$ cat src/rtl/matrix_disp_formatter_if.sv
// rtl/matrix_disp_formatter_if.sv - request, storage read and tx byte stream signals of the display formatter
interface matrix_disp_formatter_if;
    logic       disp_req;
    logic [3:0] disp_id;
    logic [2:0] disp_m;
    logic [2:0] disp_n;
    logic       start_disp;
    logic [3:0] matrix_id_out;
    logic       read_en;
    logic       meta_valid;
    logic [7:0] elem_data;
    logic       elem_valid;
    logic       store_err;
    logic [7:0] tx_data;
    logic       tx_valid;
    logic       tx_ready;
    logic       busy;
    logic       done;
    logic       err;

    modport master (
        input  disp_req, disp_id, disp_m, disp_n, meta_valid, elem_data, elem_valid,
               store_err, tx_ready,
        output start_disp, matrix_id_out, read_en, tx_data, tx_valid, busy, done, err
    );

    modport slave (
        output disp_req, disp_id, disp_m, disp_n, meta_valid, elem_data, elem_valid,
               store_err, tx_ready,
        input  start_disp, matrix_id_out, read_en, tx_data, tx_valid, busy, done, err
    );
endinterface

$ cat src/rtl/matrix_disp_formatter.sv
// rtl/matrix_disp_formatter.sv - fetches a stored matrix and streams it as decimal ASCII text
// Optional "M<id>:<m>x<n>" header line enabled by defining MATRIX_DISP_HEADER_EN.
module matrix_disp_formatter #(
    parameter int         META_TIMEOUT = 15,
    parameter logic [7:0] SEP_CHAR     = 8'h20
) (
    input logic                     clk,
    input logic                     rst,
    matrix_disp_formatter_if.master bus
);
    typedef enum logic [3:0] {
        IDLE, REQ, WAIT_META, FETCH, WAIT_DATA, CONV, EMIT, EOL_CR, EOL_LF, FIN, FAIL
    } state_t;

    state_t     state;
    logic [3:0] id_q;
    logic [2:0] m_q, n_q, row, col;
    logic [7:0] meta_cnt;
    logic [7:0] elem_q;
    logic       store_err_q;
    logic [7:0] char_buf [0:8];
    logic [3:0] char_len, char_idx;
    logic       start_disp_q, read_en_q, tx_valid_q, busy_q, done_q, err_q;
    logic [7:0] tx_data_q;

    logic [7:0] mag, rem, hund, tens, ones;
    logic [7:0] conv_buf [0:8];
    logic [3:0] conv_len;

    // Digit split by constant compares keeps the conversion to a single cycle.
    always_comb begin
        mag  = elem_q[7] ? (~elem_q + 8'd1) : elem_q;
        hund = (mag >= 8'd100) ? 8'd1 : 8'd0;
        rem  = (mag >= 8'd100) ? (mag - 8'd100) : mag;
        tens = 8'd0;
        for (int k = 1; k < 10; k++) begin
            if (rem >= 8'(k * 10)) tens = 8'(k);
        end
        ones     = rem - 8'(tens * 8'd10);
        conv_buf = '{default: 8'h00};
        conv_len = 4'd0;
        if (elem_q[7]) begin
            conv_buf[conv_len] = 8'h2D;
            conv_len = conv_len + 4'd1;
        end
        if (hund != 8'd0) begin
            conv_buf[conv_len] = 8'h30 + hund;
            conv_len = conv_len + 4'd1;
        end
        if (hund != 8'd0 || tens != 8'd0) begin
            conv_buf[conv_len] = 8'h30 + tens;
            conv_len = conv_len + 4'd1;
        end
        conv_buf[conv_len] = 8'h30 + ones;
        conv_len = conv_len + 4'd1;
        if (col != n_q - 3'd1) begin
            conv_buf[conv_len] = SEP_CHAR;
            conv_len = conv_len + 4'd1;
        end
    end

`ifdef MATRIX_DISP_HEADER_EN
    logic       hdr_phase;
    logic [7:0] hdr_buf [0:8];
    logic [3:0] hdr_len;

    always_comb begin
        hdr_buf    = '{default: 8'h00};
        hdr_buf[0] = 8'h4D;
        if (id_q >= 4'd10) begin
            hdr_buf[1] = 8'h31;
            hdr_buf[2] = 8'h30 + {4'd0, id_q - 4'd10};
            hdr_len    = 4'd3;
        end else begin
            hdr_buf[1] = 8'h30 + {4'd0, id_q};
            hdr_len    = 4'd2;
        end
        hdr_buf[hdr_len]        = 8'h3A;
        hdr_buf[hdr_len + 4'd1] = 8'h30 + {5'd0, m_q};
        hdr_buf[hdr_len + 4'd2] = 8'h78;
        hdr_buf[hdr_len + 4'd3] = 8'h30 + {5'd0, n_q};
        hdr_buf[hdr_len + 4'd4] = 8'h0D;
        hdr_buf[hdr_len + 4'd5] = 8'h0A;
        hdr_len = hdr_len + 4'd6;
    end
`endif

    always_ff @(posedge clk or posedge rst) begin
        if (rst) begin
            state        <= IDLE;
            id_q         <= 4'd0;
            m_q          <= 3'd0;
            n_q          <= 3'd0;
            row          <= 3'd0;
            col          <= 3'd0;
            meta_cnt     <= 8'd0;
            elem_q       <= 8'd0;
            store_err_q  <= 1'b0;
            char_buf     <= '{default: 8'h00};
            char_len     <= 4'd0;
            char_idx     <= 4'd0;
            start_disp_q <= 1'b0;
            read_en_q    <= 1'b0;
            tx_valid_q   <= 1'b0;
            tx_data_q    <= 8'h00;
            busy_q       <= 1'b0;
            done_q       <= 1'b0;
            err_q        <= 1'b0;
`ifdef MATRIX_DISP_HEADER_EN
            hdr_phase    <= 1'b0;
`endif
        end else begin
            store_err_q <= bus.store_err;
            case (state)
                IDLE: begin
                    if (bus.disp_req) begin
                        if (bus.disp_m >= 3'd1 && bus.disp_m <= 3'd5 &&
                            bus.disp_n >= 3'd1 && bus.disp_n <= 3'd5) begin
                            id_q         <= bus.disp_id;
                            m_q          <= bus.disp_m;
                            n_q          <= bus.disp_n;
                            row          <= 3'd0;
                            col          <= 3'd0;
                            busy_q       <= 1'b1;
                            start_disp_q <= 1'b1;
                            state        <= REQ;
                        end else begin
                            err_q <= 1'b1;
                            state <= FAIL;
                        end
                    end
                end
                REQ: begin
                    start_disp_q <= 1'b0;
                    meta_cnt     <= 8'd0;
                    state        <= WAIT_META;
                end
                WAIT_META: begin
                    if (bus.meta_valid) begin
`ifdef MATRIX_DISP_HEADER_EN
                        char_buf   <= hdr_buf;
                        char_len   <= hdr_len;
                        char_idx   <= 4'd0;
                        hdr_phase  <= 1'b1;
                        tx_valid_q <= 1'b1;
                        tx_data_q  <= hdr_buf[0];
                        state      <= EMIT;
`else
                        read_en_q <= 1'b1;
                        state     <= FETCH;
`endif
                    end else if ((bus.store_err && !store_err_q) ||
                                 (meta_cnt + 8'd1 == 8'(META_TIMEOUT))) begin
                        err_q  <= 1'b1;
                        busy_q <= 1'b0;
                        state  <= FAIL;
                    end else begin
                        meta_cnt <= meta_cnt + 8'd1;
                    end
                end
                FETCH: begin
                    read_en_q <= 1'b0;
                    state     <= WAIT_DATA;
                end
                WAIT_DATA: begin
                    if (bus.elem_valid) begin
                        elem_q <= bus.elem_data;
                        state  <= CONV;
                    end
                end
                CONV: begin
                    char_buf   <= conv_buf;
                    char_len   <= conv_len;
                    char_idx   <= 4'd0;
                    tx_valid_q <= 1'b1;
                    tx_data_q  <= conv_buf[0];
                    state      <= EMIT;
                end
                EMIT: begin
                    // The separator, when needed, is already the last entry of char_buf.
                    if (bus.tx_ready) begin
                        if (char_idx + 4'd1 < char_len) begin
                            char_idx  <= char_idx + 4'd1;
                            tx_data_q <= char_buf[char_idx + 4'd1];
`ifdef MATRIX_DISP_HEADER_EN
                        end else if (hdr_phase) begin
                            hdr_phase  <= 1'b0;
                            tx_valid_q <= 1'b0;
                            read_en_q  <= 1'b1;
                            state      <= FETCH;
`endif
                        end else if (col != n_q - 3'd1) begin
                            col        <= col + 3'd1;
                            tx_valid_q <= 1'b0;
                            read_en_q  <= 1'b1;
                            state      <= FETCH;
                        end else begin
                            tx_data_q <= 8'h0D;
                            state     <= EOL_CR;
                        end
                    end
                end
                EOL_CR: begin
                    if (bus.tx_ready) begin
                        tx_data_q <= 8'h0A;
                        state     <= EOL_LF;
                    end
                end
                EOL_LF: begin
                    if (bus.tx_ready) begin
                        tx_valid_q <= 1'b0;
                        if (row != m_q - 3'd1) begin
                            row       <= row + 3'd1;
                            col       <= 3'd0;
                            read_en_q <= 1'b1;
                            state     <= FETCH;
                        end else begin
                            done_q <= 1'b1;
                            busy_q <= 1'b0;
                            state  <= FIN;
                        end
                    end
                end
                FIN: begin
                    done_q <= 1'b0;
                    state  <= IDLE;
                end
                FAIL: begin
                    err_q <= 1'b0;
                    state <= IDLE;
                end
                default: state <= IDLE;
            endcase
        end
    end

    assign bus.start_disp    = start_disp_q;
    assign bus.matrix_id_out = id_q;
    assign bus.read_en       = read_en_q;
    assign bus.tx_data       = tx_data_q;
    assign bus.tx_valid      = tx_valid_q;
    assign bus.busy          = busy_q;
    assign bus.done          = done_q;
    assign bus.err           = err_q;
endmodule

$ cat src/flat_wrapper.sv
// flat-port wrapper written by rule: the top's interface ports become plain ports
module matrix_disp_formatter_flat 
#(
    parameter int         META_TIMEOUT = 15,
    parameter logic [7:0] SEP_CHAR     = 8'h20
)
  (clk, rst, bus_disp_req, bus_disp_id, bus_disp_m, bus_disp_n, bus_meta_valid, bus_elem_data, bus_elem_valid, bus_store_err, bus_tx_ready, bus_start_disp, bus_matrix_id_out, bus_read_en, bus_tx_data, bus_tx_valid, bus_busy, bus_done, bus_err);
  matrix_disp_formatter_if bus_i ();
  input logic clk;
  input logic rst;
  input wire logic [$bits(bus_i.disp_req)-1:0] bus_disp_req;
  input wire logic [$bits(bus_i.disp_id)-1:0] bus_disp_id;
  input wire logic [$bits(bus_i.disp_m)-1:0] bus_disp_m;
  input wire logic [$bits(bus_i.disp_n)-1:0] bus_disp_n;
  input wire logic [$bits(bus_i.meta_valid)-1:0] bus_meta_valid;
  input wire logic [$bits(bus_i.elem_data)-1:0] bus_elem_data;
  input wire logic [$bits(bus_i.elem_valid)-1:0] bus_elem_valid;
  input wire logic [$bits(bus_i.store_err)-1:0] bus_store_err;
  input wire logic [$bits(bus_i.tx_ready)-1:0] bus_tx_ready;
  output wire logic [$bits(bus_i.start_disp)-1:0] bus_start_disp;
  output wire logic [$bits(bus_i.matrix_id_out)-1:0] bus_matrix_id_out;
  output wire logic [$bits(bus_i.read_en)-1:0] bus_read_en;
  output wire logic [$bits(bus_i.tx_data)-1:0] bus_tx_data;
  output wire logic [$bits(bus_i.tx_valid)-1:0] bus_tx_valid;
  output wire logic [$bits(bus_i.busy)-1:0] bus_busy;
  output wire logic [$bits(bus_i.done)-1:0] bus_done;
  output wire logic [$bits(bus_i.err)-1:0] bus_err;
  assign bus_i.disp_req = bus_disp_req;
  assign bus_i.disp_id = bus_disp_id;
  assign bus_i.disp_m = bus_disp_m;
  assign bus_i.disp_n = bus_disp_n;
  assign bus_i.meta_valid = bus_meta_valid;
  assign bus_i.elem_data = bus_elem_data;
  assign bus_i.elem_valid = bus_elem_valid;
  assign bus_i.store_err = bus_store_err;
  assign bus_i.tx_ready = bus_tx_ready;
  assign bus_start_disp = bus_i.start_disp;
  assign bus_matrix_id_out = bus_i.matrix_id_out;
  assign bus_read_en = bus_i.read_en;
  assign bus_tx_data = bus_i.tx_data;
  assign bus_tx_valid = bus_i.tx_valid;
  assign bus_busy = bus_i.busy;
  assign bus_done = bus_i.done;
  assign bus_err = bus_i.err;
  matrix_disp_formatter #(.META_TIMEOUT(META_TIMEOUT), .SEP_CHAR(SEP_CHAR)) u_core (.clk(clk), .rst(rst), .bus(bus_i));
endmodule
$ cat config.mk
export PLATFORM = sky130hd
export DESIGN_NAME = matrix_disp_formatter_flat
export DESIGN_NICKNAME = d
export VERILOG_FILES = /design/src/rtl/matrix_disp_formatter_if.sv /design/src/rtl/matrix_disp_formatter.sv /design/src/flat_wrapper.sv
export SDC_FILE = /design/constraint.sdc
export NUM_CORES = 1
export LEC_CHECK = 0
export ABC_CLOCK_PERIOD_IN_PS = 5770
export CAP_MARGIN = 20
export CORE_ASPECT_RATIO = 0.6
export CORE_MARGIN = 1.5
export CORE_UTILIZATION = 45
export DETAILED_ROUTE_END_ITERATION = 7
export HOLD_SLACK_MARGIN = 0.03
export PLACE_DENSITY = 0.76
export SLEW_MARGIN = 20
export SYNTH_ARGS = -nofsm -noshare
export SYNTH_HDL_FRONTEND = slang
export SYNTH_SLANG_ARGS = --single-unit
$ cat constraint.sdc
create_clock -name clk -period 5.77 [get_ports clk]
set_input_delay 1.731 -clock clk [delete_from_list [all_inputs] [get_ports clk]]
set_output_delay 1.731 -clock clk [all_outputs]
set_load 0.05 [all_outputs]
==> results of run 1 <==
worst max-delay path: cells and delay by family, from the launching register on:
kind / cells / cell delay, ps
buffers and inverters: 5 / 290
muxes: 1 / 190
adders and majority gates: 7 / 1700
DFF: 1 / 420
AOI/OAI and AO/OA: 9 / 1810
xor gates and xnor gates: 4 / 830
and+or+nand+nor: 3 / 360
cells in the mapped netlist (15+ instances only):
library cell,count,share of area
nor2_1,54,0.025
nand3_1,15,0.0094
inv_1,37,0.017
o21ai_0,80,0.050
nand2_1,127,0.060
mux2_2,17,0.024
a31oi_1,18,0.014
mux4_2,16,0.045
ha_1,39,0.061
dfrtp_1,124,0.39
a21oi_1,34,0.021
clkbuf_1,30,0.014
path summary, 6_finish.rpt:
path	to	from	slack, ps	cells after the start
max	u_core.bus.tx_data[7]	u_core.elem_q[0]	60	29
min	u_core.char_buf[71]	u_core.char_buf[71]	480	2
max reg2reg	u_core.bus.tx_data[7]	u_core.elem_q[0]	60	29
min reg2reg	u_core.char_buf[71]	u_core.char_buf[71]	480	2
max in group asynchronous	u_core.char_buf[56]	rst	3130	3
min in group asynchronous	u_core.char_idx[2]	rst	1840	2
metal layers:
layer  vias to the layer above  routed length, um  track usage  part of all wire
met4                         0                338       0.0806             0.016
met5                         -                  0            0                 0
met2                       297               8970        0.321              0.42
met1                      3351              10300        0.359              0.48
met3                        36               1970       0.0662             0.091
li1                       3181                  -            -                 -
registers in the layout (all words and copies together), names as in the netlist, 4 cells and up:
signal and flops:
u_core.bus.tx_data 8, u_core.char_len 4, u_core.elem_q 8, u_core.char_idx 4
u_core.char_buf 65, u_core.meta_cnt 8, u_core.state 4, u_core.bus.matrix_id_out 4
final cells by class:
type / instances / area share
Clock inverter: 13 / 0.0169
Multi-Input combinational cell: 635 / 0.494
Clock buffer: 19 / 0.0455
Timing Repair Buffer: 82 / 0.0760
Sequential cell: 124 / 0.319
Inverter: 46 / 0.0187
Tap cell: 234 / 0.0300
repair_timing:
item	CTS	global route
pin swaps	5	25
setup buffers	0	15
endpoints found under the setup margin	14	21
resized for setup	5	34
stage by stage:
step | std cells | setup slack, ps | TNS (ps) | area, um^2 | util
floorplan | 841 | 49.0 | 0 | 8040 | -
global placement | 1106 | 114 | 0 | 8800 | 0.511
detailed placement | 1106 | -153 | -1460 | 8800 | 0.511
CTS | 1138 | 0.822 | 0 | 9440 | 0.548
global route | 1153 | -185 | -1410 | 9740 | 0.566
finish | 1153 | 56.6 | 0 | 9740 | 0.566
logic make-up after synthesis:
group                      Yosys count
AOI/OAI and AO/OA                  249
xor gates and xnor gates            25
adders and majority gates           42
buffers and inverters               82
DFF                                124
muxes                               48
and+or+nand+nor                    271
==> results.yml, run 1 <==
status:
  status: "completed"
floorplanning:
  start_util: 0.462
  die_x_um: 175
  dieHeight_um: 106
  num_rows: 37
  pin_count: 43
  die_area_um2: 18500
  core_um2: 17200
timing:
  fmax_mhz: 175
  slew_violations: 0
  setup_viol: 0
  relSlewSlack: 0.434
  rsz0062_at_grt: "true"
  hold_viol_final: 0
  final.setup_skew_ps: 8.21
  tightestPinTransition_ps: 849
  finalCriticalPeriod_ps: 5710
  fin_hold_ws_ps: 479
  min_period_over_period: 0.990
logic_synthesis:
  synth.area.mux_share: 0.0904
  async_reset_ff_frac: 1.00
  synth_top_family_by_area: "compound AO/OA/AOI/OAI gates"
  synth_fa_ha_area_frac: 0.0688
  synth-main-ff-cell: "dfrtp_1"
  syn_area_um2: 7960
  yosys_register_bits: 124
  synthXorXnorAreaFrac: 0.0308
  ys_types: 98
  syn_inst: 841
  synth_nets: 908
  yosysWarnings: 0
  ys_seq_area_frac: 0.390
  synthSimpleGateAreaFrac: 0.159
  synth_edf_count: 0
  avgSynthCellArea_um2: 9.47
  synth_compound_area_frac: 0.220
finish:
  multi_input_area_um2: 4810
  nFillCells: 1442
  diodes: 0
  nNetsFinal: 973
  mostFrequentLayoutCell: "nand2_1"
  final_cell_mix: "nand2_1 (126), dfrtp_1 (121), o21ai_0 (79)"
  area_delta_synth_final_pct: 22.4
  drive_above_1_share: 0.209
  regArea_um2: 3110
setup_path:
  crit_path_top_delay_cell: "fa_1"
  critPathMaxStageDelay_ps: 480
  cpMostUsedCell: "ha_4"
  required_ps: 6110
  end_kind: "flop"
  cp_max_fo: 6
  cp.arrival_ps: 6060
  critical_path_class: "reg2reg"
  start_kind: "flop"
clock_tree:
  cts-root-buf: "clkbuf_16"
  cts_tree: "done"
  clock_sinks: 124
  postCtsHoldBufs: 0
  clk_latency_ps: 430
  clk_path_buf_depth: 2
  cts_made_buffers: 17
  clkSlewWorstSetupHoldPaths_ps: 60
  htree_num_levels: 4
routing:
  via_per_inst: 5.95
  drtIter0Drc: 809
  finalWirelength_um: 21600
  drt_pass1_iterations: 7
  drc: 0
  avgRoutedWirePerCell_um: 18.7
  vias: 6865
  drt.antenna.violating_nets: 0
global_route:
  grt-ovfl-total: 0
  grt.total_usage: 0.238
  grt_pass1_wl_um: 34300
  grt_pass1_vias: 6367
  grt_max_degree: 69
  antenna_found_initial: 0
placed_design:
  dpl.hpwl_um: 15500
  numPortBuffers: 42
  gp_congestion: 0.909
hold_path:
  hp-class: "reg2reg"
run:
  maxCapViolCount: 0
Power of run 1 is not shown: default switching activity piles up to over one toggle a cycle in this logic, so the estimate is an artifact.
==> inputs of run 2 (changes only) <==
- CTS_BUF_LIST: not set -> sky130_fd_sc_hd__clkbuf_8
==> results.yml, run 2 (synthesis results as in run 1) <==
placed_design:
  placed_cells: 1106
  numPortBuffers: 42
  gp_congestion: 0.909
  postPlaceCellArea_um2: 8800
  dpl.hpwl_um: 15500
clock_tree:
  postCtsHoldBufs: 0
  clkSlewWorstSetupHoldPaths_ps: 90
  cts_made_buffers: 17
  cts_tree: "done"
  cts-root-buf: "clkbuf_8"
  clock_sinks: 124
  htree_num_levels: 4
  clk_latency_ps: 450
  clk_path_buf_depth: 2
floorplanning:
  die_x_um: 175
  dieHeight_um: 106
  num_rows: 37
  die_area_um2: 18500
  start_util: 0.462
  pin_count: 43
  core_um2: 17200
run:
  maxCapViolCount: 0
setup_path:
  r2r_setup_slack_ps: 50
  cp_max_fo: 6
  critical_path_class: "reg2reg"
  cpMostUsedCell: "ha_4"
  r2r-start: "u_core.elem_q[0]"
  crit_path_top_delay_cell: "fa_1"
  reg2reg_depth: 28
  required_ps: 6130
  rr_endpoint: "u_core.bus.tx_data[7]"
  cp.arrival_ps: 6080
  critPathMaxStageDelay_ps: 480
  crit_family: "compound AO/OA/AOI/OAI gates"
  end_kind: "flop"
  cp.buffers_inverters: 4
  start_kind: "flop"
hold_path:
  hp-class: "reg2reg"
  holdPathEnd: "u_core.char_buf[71]"
  hold_depth: 2
  min-delay-start: "u_core.char_buf[71]"
timing:
  relSlewSlack: 0.439
  final.setup_skew_ps: 20.3
  hold_viol_final: 0
  fmax_mhz: 175
  rsz0062_at_grt: "true"
  min_period_over_period: 0.991
  setup_viol: 0
  slew_violations: 0
  tightestPinTransition_ps: 842
  finalCriticalPeriod_ps: 5720
finish:
  largest-register: "u_core.char_buf"
  nNetsFinal: 972
  mostFrequentLayoutCell: "nand2_1"
  area_delta_synth_final_pct: 19.7
  largest_reg_flops: 65
  diodes: 0
  fin_area_um2: 9530
  regArea_um2: 3110
  final_cell_mix: "nand2_1 (126), dfrtp_1 (121), o21ai_0 (80)"
  nFillCells: 1470
  drive_above_1_share: 0.206
  layoutNonFillerInstCount: 1152
  multi_input_area_um2: 4800
  final_util: 0.553
global_route:
  gr-usage-met3: 0.0497
  grt.total_usage: 0.233
  busiest_layer: "met1"
  grt-ovfl-total: 0
  met2_usage: 0.322
  grt_pass1_vias: 6287
  grt_pass1_wl_um: 33700
  met1_usage: 0.365
  grt_max_degree: 69
  antenna_found_initial: 0
status:
  status: "completed"
routing:
  drc: 0
  finalWirelength_um: 21400
  avgRoutedWirePerCell_um: 18.6
  drtIter0Drc: 871
  via_per_inst: 5.92
  vias: 6818
  drt_pass1_iterations: 5
  drt.antenna.violating_nets: 0
## run 2: final cells by class
type,count,area share
clock buffer,18,0.0260
multi-input combinational,635,0.504
clock inverter,14,0.0177
timing repair buffer,81,0.0769
sequential,124,0.326
inverter,46,0.0189
tap,234,0.0307
## run 2: metrics by stage
step / worst slack (ps) / setup TNS (ps) / hold WS, ps
6_report: 51.7 / 0 / 481
5_1_grt: -221 / -1700 / 502
4_1_cts: 0.941 / 0 / 478
3_5_place_dp: -153 / -1460 / 462
3_3_place_gp: 114 / 0 / 456
2_1_floorplan: 49.0 / 0 / 441
## run 2: worst max-delay path by stage
stage                startpoint                    end  slack (ps)  cells past startpoint
2_1_floorplan  u_core.elem_q[0]  u_core.bus.tx_data[7]          50                     30
3_3_place_gp   u_core.elem_q[0]  u_core.bus.tx_data[7]         110                     28
3_5_place_dp   u_core.elem_q[0]  u_core.bus.tx_data[7]        -150                     27
4_1_cts        u_core.elem_q[0]  u_core.bus.tx_data[7]         0.9                     26
5_1_grt        u_core.elem_q[0]  u_core.bus.tx_data[7]        -220                     28
6_report       u_core.elem_q[0]  u_core.bus.tx_data[7]          50                     28
## run 2: repair_timing
item                                    in CTS  in global routing
cloned                                       0                  0
hold endpoints to repair                     0                  0
endpoints found under the setup margin      14                 20
setup buffers                                3                 11
resized for setup                            5                 31
pin swaps                                    5                 28
## run 2: worst register-to-register path, delay by kind of cell (launching register included)
family | cells | cell delay [ps]
AOI/OAI and AO/OA | 9 | 1790
xor gates and xnor gates | 4 | 840
adders and majority gates | 7 | 1700
buffers and inverters | 4 | 210
DFF | 1 | 430
muxes | 1 | 380
and+or+nand+nor | 3 | 290
## run 2: routing by layer
layer | part of all wire | up-vias
met5 | 0 | -
met4 | 0.0070 | 0
met3 | 0.091 | 17
met2 | 0.42 | 287
met1 | 0.48 | 3343
li1 | - | 3171
Power of run 2 is left out for the same reason.
==> inputs of run 3 (changes only) <==
- ABC_CLOCK_PERIOD_IN_PS: 5770 -> 5810
- PLACE_DENSITY: 0.76 -> 0.74
- clock period: 5.77 -> 5.81 ns (I/O delays scaled with it)
==> results.yml, run 3 (synthesis results as in run 1) <==
status:
  status: "finished, violations left"
  violations: "setup timing"
routing:
  drc: 0
  drtIter0Drc: 798
  finalWirelength_um: 22000
  via_per_inst: 5.98
  drt.antenna.violating_nets: 0
  avgRoutedWirePerCell_um: 18.9
  drt_pass1_iterations: 5
  vias: 6958
clock_tree:
  postCtsHoldBufs: 0
  clk_path_buf_depth: 2
  clkSlewWorstSetupHoldPaths_ps: 80
  clock_sinks: 124
  cts_tree: "done"
  htree_num_levels: 4
  clk_latency_ps: 450
  cts-root-buf: "clkbuf_8"
  cts_made_buffers: 17
placed_design:
  dpl.hpwl_um: 15400
  post-place-ws_ps: -46.8
  numPortBuffers: 42
  postPlaceCellArea_um2: 8810
  gp_congestion: 0.989
timing:
  fin_hold_ws_ps: 486
  setup_viol: 4
  relSlewSlack: 0.334
  final.setup_skew_ps: 15.7
  rsz0062_at_grt: "true"
  hold_viol_final: 0
  worst_slack_ps: -27.5
  slew_violations: 0
  tightestPinTransition_ps: 992
  finalCriticalPeriod_ps: 5840
  fmax_mhz: 171
  min_period_over_period: 1.00
floorplanning:
  dieHeight_um: 106
  die_area_um2: 18500
  die_x_um: 175
  num_rows: 37
  core_um2: 17200
  pin_count: 43
  start_util: 0.462
setup_path:
  end_kind: "flop"
  start_kind: "flop"
  critPathMaxStageDelay_ps: 800
  crit_path_top_delay_cell: "xnor2_1"
  cp_max_fo: 7
  cpMostUsedCell: "ha_4"
  worstPathCellList: "inv_2 > ha_4 > nand2b_4 > xnor2_4 > ha_2 > nand2b_4 > o21ai_4 > o22ai_4 > o21ai_4 > clkinv_4 > mux2_4 > a311o_1 > o311a_1 > o21ai_2 > inv_2 > ha_4 > ha_4 > fa_1 > xnor2_1 > ha_1 > ha_1 > xnor2_1 > nand2_1 > o21ai_0"
  cp.arrival_ps: 6190
  critical_path_class: "reg2reg"
  required_ps: 6160
finish:
  diodes: 0
  nNetsFinal: 983
  drive_above_1_share: 0.213
  nFillCells: 1485
  final_util: 0.561
  largest-register: "u_core.char_buf"
  final_cell_mix: "nand2_1 (126), dfrtp_1 (122), o21ai_0 (80)"
  fin_area_um2: 9660
  mostFrequentLayoutCell: "nand2_1"
  largest_reg_flops: 65
  area_delta_synth_final_pct: 21.3
global_route:
  grt.total_usage: 0.241
  grt-ovfl-total: 0
  antenna_found_initial: 0
  grt_pass1_wl_um: 35000
  grt_pass1_vias: 6362
  grt_max_degree: 71
run:
  maxCapViolCount: 0
hold_path:
  hp-class: "reg2reg"
==> run 3: cell count changes in the layout (fill, tap and decap cells not counted), sizes merged <==
cell	previous run	this run
clkinv	5	9
clkinvlp	4	2
clkbuf	18	17
inv	48	46
bufinv	3	4
buf	39	50
==> run 3: timing repair <==
action / 4_1_cts / 5_1_grt
setup endpoints to repair: 5 / 15
pin swaps: 8 / 15
setup buffers: 6 / 17
resized for setup: 4 / 35
==> run 3: final timing paths <==
kind                                        from                     to  slack, ps  cells after the start
max                             u_core.elem_q[0]    u_core.char_buf[30]        -30                     24
min                        u_core.bus.tx_data[6]  u_core.bus.tx_data[6]        490                      2
max reg2reg                     u_core.elem_q[0]    u_core.char_buf[30]        -30                     24
min reg2reg                u_core.bus.tx_data[6]  u_core.bus.tx_data[6]        490                      2
max in group asynchronous                    rst    u_core.char_buf[62]       3140                      3
min in group asynchronous                    rst     u_core.meta_cnt[7]       1850                      2
==> run 3: final cells by class <==
class,instances,area [um^2],share of cell area
clock buffer,17,234,0.0242
multi-input combinational,635,4830,0.500
inverter,46,180,0.0187
tap,234,293,0.0303
clock inverter,15,198,0.0205
timing repair buffer,92,816,0.0845
sequential,124,3110,0.322
==> run 3: metal layers <==
metal / GRT usage / up-vias / part of all wire
met3: 0.0672 / 28 / 0.10
met2: 0.319 / 346 / 0.41
met4: 0.0562 / 0 / 0.0091
met5: 0 / - / 0
li1: - / 3208 / -
met1: 0.378 / 3376 / 0.48
==> run 3: stage by stage <==
stage	std cells	setup TNS, ps
CTS	1146	0
global placement	1108	0
global route	1163	-1860
finish	1163	-74.0
floorplan	841	0
detailed placement	1108	-46.8
==> run 3: worst max-delay path: cells and delay by family, from the launching register on <==
family / cells / cell delay [ps]
AO/OA/AOI/OAI: 7 / 1380
adder cells (fa/ha/maj): 7 / 1720
flip-flops: 1 / 440
buffers and inverters: 3 / 270
XOR/XNOR: 3 / 1150
multiplexers: 1 / 320
AND/OR/NAND/NOR: 3 / 450
Power of run 3 is left out for the same reason.
==> patch 1 (config.mk and constraints of run 1) <==
`SEP_CHAR` is set to 8'h20 in 2 places; all go to 8'h10.
--- a/src/rtl/matrix_disp_formatter.sv
+++ b/src/rtl/matrix_disp_formatter.sv
@@ -2,7 +2,7 @@
 // Optional "M<id>:<m>x<n>" header line enabled by defining MATRIX_DISP_HEADER_EN.
 module matrix_disp_formatter #(
     parameter int         META_TIMEOUT = 15,
-    parameter logic [7:0] SEP_CHAR     = 8'h20
+    parameter logic [7:0] SEP_CHAR     = 8'h10
 ) (
     input logic                     clk,
     input logic                     rst,
--- a/src/flat_wrapper.sv
+++ b/src/flat_wrapper.sv
@@ -2,7 +2,7 @@
 module matrix_disp_formatter_flat 
 #(
     parameter int         META_TIMEOUT = 15,
-    parameter logic [7:0] SEP_CHAR     = 8'h20
+    parameter logic [7:0] SEP_CHAR     = 8'h10
 )
   (clk, rst, bus_disp_req, bus_disp_id, bus_disp_m, bus_disp_n, bus_meta_valid, bus_elem_data, bus_elem_valid, bus_store_err, bus_tx_ready, bus_start_disp, bus_matrix_id_out, bus_read_en, bus_tx_data, bus_tx_valid, bus_busy, bus_done, bus_err);
   matrix_disp_formatter_if bus_i ();
Behaviour: no difference found for any inputs over 4 cycles, from zero or initial values and one cycle with rst high; that may be too few to reach the edited logic, so the function may still have changed.
==> patch 1 against run 1 <==
Synthesized area fell by 0.52%; worst setup slack improved by 0.081 ns; final area fell by 0.73%; routed wire length rose by 4.8%; die area fell by 0.51%; sequential cell count did not move; critical path type unchanged; largest cell class unchanged.
Power is not shown: default switching activity piles up to over one toggle a cycle in this logic, so the estimate is an artifact.
==> patch 1: results <==
# TYPE chip_impl_metric gauge
chip_impl_info{name="min-delay-start",value="u_core.char_buf[28]"} 1
chip_impl_metric{name="ratio_of_cells_with_drive_above_1_in_the_final_layout",unit="%"} 18.9
chip_impl_metric{name="final_net_count",unit=""} 1005
chip_impl_metric{name="routed_metal_1_wire_length",unit="microns"} 10700
chip_impl_metric{name="grt_use_total",unit="%"} 24.9
chip_impl_metric{name="grt_start_max_net_pins",unit=""} 87
chip_impl_metric{name="ys_types",unit=""} 73
chip_impl_info{name="result_of_the_run",value="completed"} 1
chip_impl_metric{name="compound_gate_fraction_of_synth_area",unit="%"} 20.0
chip_impl_metric{name="met3_length",unit="microns"} 2360
chip_impl_metric{name="synth_seq_area_share",unit="%"} 39.2
chip_impl_metric{name="placement.cell_area",unit="sq um"} 8780
chip_impl_metric{name="grt.met2_usage",unit="%"} 33.3
chip_impl_metric{name="via_count_of_the_first_global_routing_pass",unit=""} 6612
chip_impl_metric{name="met3_usage",unit="%"} 7.72
chip_impl_metric{name="synth.mux.area_fraction",unit="%"} 9.05
chip_impl_metric{name="route.detailed.vias_per_inst",unit=""} 6.03
chip_impl_metric{name="timing.slew.headroom",unit="%"} 36.4
chip_impl_metric{name="critical-path-max-stage-delay",unit="ns"} 0.55
chip_impl_metric{name="pre_antenna_drt_iters",unit=""} 6
chip_impl_metric{name="synth-xor-area-share",unit="%"} 2.65
chip_impl_info{name="worstSetupEndpoint",value="u_core.char_buf[31]"} 1
chip_impl_metric{name="post_cts_buffers",unit=""} 9
chip_impl_metric{name="finClkSkew",unit="ns"} 0.0184
chip_impl_metric{name="synth_adder_area_share",unit="%"} 6.92
chip_impl_metric{name="wire_length_on_met2",unit="microns"} 9310
chip_impl_metric{name="drt_iter0_markers",unit=""} 735
chip_impl_metric{name="grt_first_pass_wirelength",unit="microns"} 36000
chip_impl_info{name="cp_slowest_cell",value="or4_4"} 1
## patch 1: worst max-delay path: cells and delay by family (launching register included)
kind / cells / cell delay (ns)
adders and majority gates: 6 / 1.47
AOI/OAI and AO/OA: 7 / 1.37
and+or+nand+nor: 4 / 0.94
xor gates and xnor gates: 4 / 0.67
buffers and inverters: 7 / 0.66
DFF: 1 / 0.38
## patch 1: cell type report
cell class	instances	share of cell area (%)
Multi-Input combinational cell	663	48.6
Clock buffer	17	4.40
Tap cell	234	3.03
Clock inverter	15	1.79
Inverter	37	1.46
Timing Repair Buffer	95	8.67
Sequential cell	124	32.1
## patch 1: through the flow
stage	std cells	worst slack [ns]	TNS, ns	hold slack, ns	utilization [%]
finish	1185	0.138	0	0.478	56.3
global route	1185	-0.141	-1.09	0.491	56.3
CTS	1177	0.00422	0	0.481	55.1
detailed placement	1136	-0.0742	-0.0742	0.461	51.1
global placement	1136	0.0562	0	0.457	51.1
floorplan	866	0.0209	0	0.443	-
==> patch 2 (settings of run 1) <==
Made on the original files. Re-encode `state_t` (11 states) as Gray code, 4 bits wide.
--- a/src/rtl/matrix_disp_formatter.sv
+++ b/src/rtl/matrix_disp_formatter.sv
@@ -9,7 +9,7 @@
     matrix_disp_formatter_if.master bus
 );
     typedef enum logic [3:0] {
-        IDLE, REQ, WAIT_META, FETCH, WAIT_DATA, CONV, EMIT, EOL_CR, EOL_LF, FIN, FAIL
+        IDLE = 4'b0000, REQ = 4'b0001, WAIT_META = 4'b0011, FETCH = 4'b0010, WAIT_DATA = 4'b0110, CONV = 4'b0111, EMIT = 4'b0101, EOL_CR = 4'b0100, EOL_LF = 4'b1100, FIN = 4'b1101, FAIL = 4'b1111
     } state_t;
 
     state_t     state;
Check against the original RTL: same outputs for any inputs over 4 cycles, from zero or initial values and one cycle with rst high; so few cycles prove little.
==> patch 2 against run 1 <==
The run now ends with negative setup slack left; worst setup slack lost 0.093 ns; routed wire length grew 6.9%; final area increased by 2.6%; global-route usage grew 0.74 points; synthesized area grew 1.2%; sequential share of layout area shrank 0.86 points; sequential cell count stayed put.
Power is left out: the tool's default activity adds up to more than one toggle a clock period on the data nets, which glitch-free logic cannot reach.
==> patch 2: results <==
# TYPE chip_impl_metric gauge
chip_impl_metric{name="finClkSkew",unit="ns"} 0.0115
chip_impl_metric{name="via_count_of_the_first_global_routing_pass",unit=""} 6773
chip_impl_metric{name="grt_use_total",unit="%"} 24.5
chip_impl_metric{name="sum_neg_setup_slack",unit="ns"} -0.164
chip_impl_metric{name="synth.mux.area_fraction",unit="%"} 8.38
chip_impl_metric{name="synth-xor-area-share",unit="%"} 3.03
chip_impl_info{name="post_synth_main_area_contributors",value="dfrtp_1 39%, ha_1 6.1%, nand2_1 5.7%"} 1
chip_impl_metric{name="critPathArrivalTime",unit="ns"} 6.08
chip_impl_info{name="violations",value="negative setup slack"} 1
chip_impl_info{name="result_of_the_run",value="finished with violations"} 1
chip_impl_metric{name="fin_cells",unit=""} 1189
chip_impl_metric{name="setup_viol",unit=""} 6
chip_impl_info{name="min-delay-start",value="u_core.char_buf[41]"} 1
chip_impl_metric{name="final.setup.worst_slack",unit="ns"} -0.0361
chip_impl_info{name="critical_path.reg2reg.endpoint",value="u_core.char_buf[23]"} 1
chip_impl_metric{name="gp_routability_congestion",unit=""} 0.943
chip_impl_metric{name="route.detailed.vias_per_inst",unit=""} 6.26
chip_impl_metric{name="ys_types",unit=""} 91
chip_impl_metric{name="path_max_fanout",unit=""} 5
chip_impl_metric{name="placement.cell_area",unit="sq um"} 8940
chip_impl_metric{name="ratio_of_cells_with_drive_above_1_in_the_final_layout",unit="%"} 21.6
chip_impl_info{name="cp_slowest_cell",value="or3_4"} 1
chip_impl_metric{name="synth_seq_area_share",unit="%"} 38.5
chip_impl_metric{name="mappedNetlistNets",unit=""} 923
chip_impl_metric{name="dp.cells",unit=""} 1129
## patch 2: cell types whose count changed after synthesis, sizes merged, moves of 6 or more
cell,run 1,this run
and2,10,4
o21ai,96,90
a31oi,19,9
or3,1,7
nor2b,6,12
## patch 2: what timing repair did
action	in CTS	in global routing
setup endpoints to repair	9	14
resized for setup	10	40
buffers inserted	16	13
pin swaps	6	27
endpoints found under the hold margin	0	0
## patch 2: worst max-delay path, delay by kind of cell (launching register included)
| kind | cells | cell delay (ns) |
|---|---|---|
| DFF | 1 | 0.42 |
| buffers and inverters | 7 | 0.68 |
| adders and majority gates | 7 | 1.61 |
| and+or+nand+nor | 2 | 0.64 |
| xor gates and xnor gates | 4 | 0.80 |
| AOI/OAI and AO/OA | 9 | 1.50 |
## patch 2: worst min path at each step
| stage | end | slack (ns) | cells past startpoint |
|---|---|---|---|
| 5_1_grt | u_core.char_buf[69] | 0.50 | 1 |
| 3_3_place_gp | u_core.char_buf[65] | 0.46 | 1 |
| 6_report | u_core.char_buf[41] | 0.47 | 2 |
| 4_1_cts | u_core.char_buf[41] | 0.48 | 2 |
| 3_5_place_dp | u_core.char_buf[41] | 0.46 | 2 |
| 2_1_floorplan | u_core.char_buf[15] | 0.44 | 2 |
## patch 2: layout make-up
type	count	area share [%]
clock buffers	19	4.33
clock inverters	13	2.15
inverters	44	1.68
multi-input cells	648	48.5
flip-flops and latches	124	31.0
well taps	234	2.93
repair buffers	107	9.43
## patch 2: routing by layer
metal | part of all wire, % | vias to the layer above | track usage (%) | wire, microns
li1 | - | 3298 | - | -
met1 | 46 | 3657 | 37.8 | 10600
met2 | 42 | 421 | 34.4 | 9710
met3 | 9.8 | 66 | 5.64 | 2270
met4 | 2.1 | 0 | 5.68 | 486
met5 | 0 | - | 0 | 0
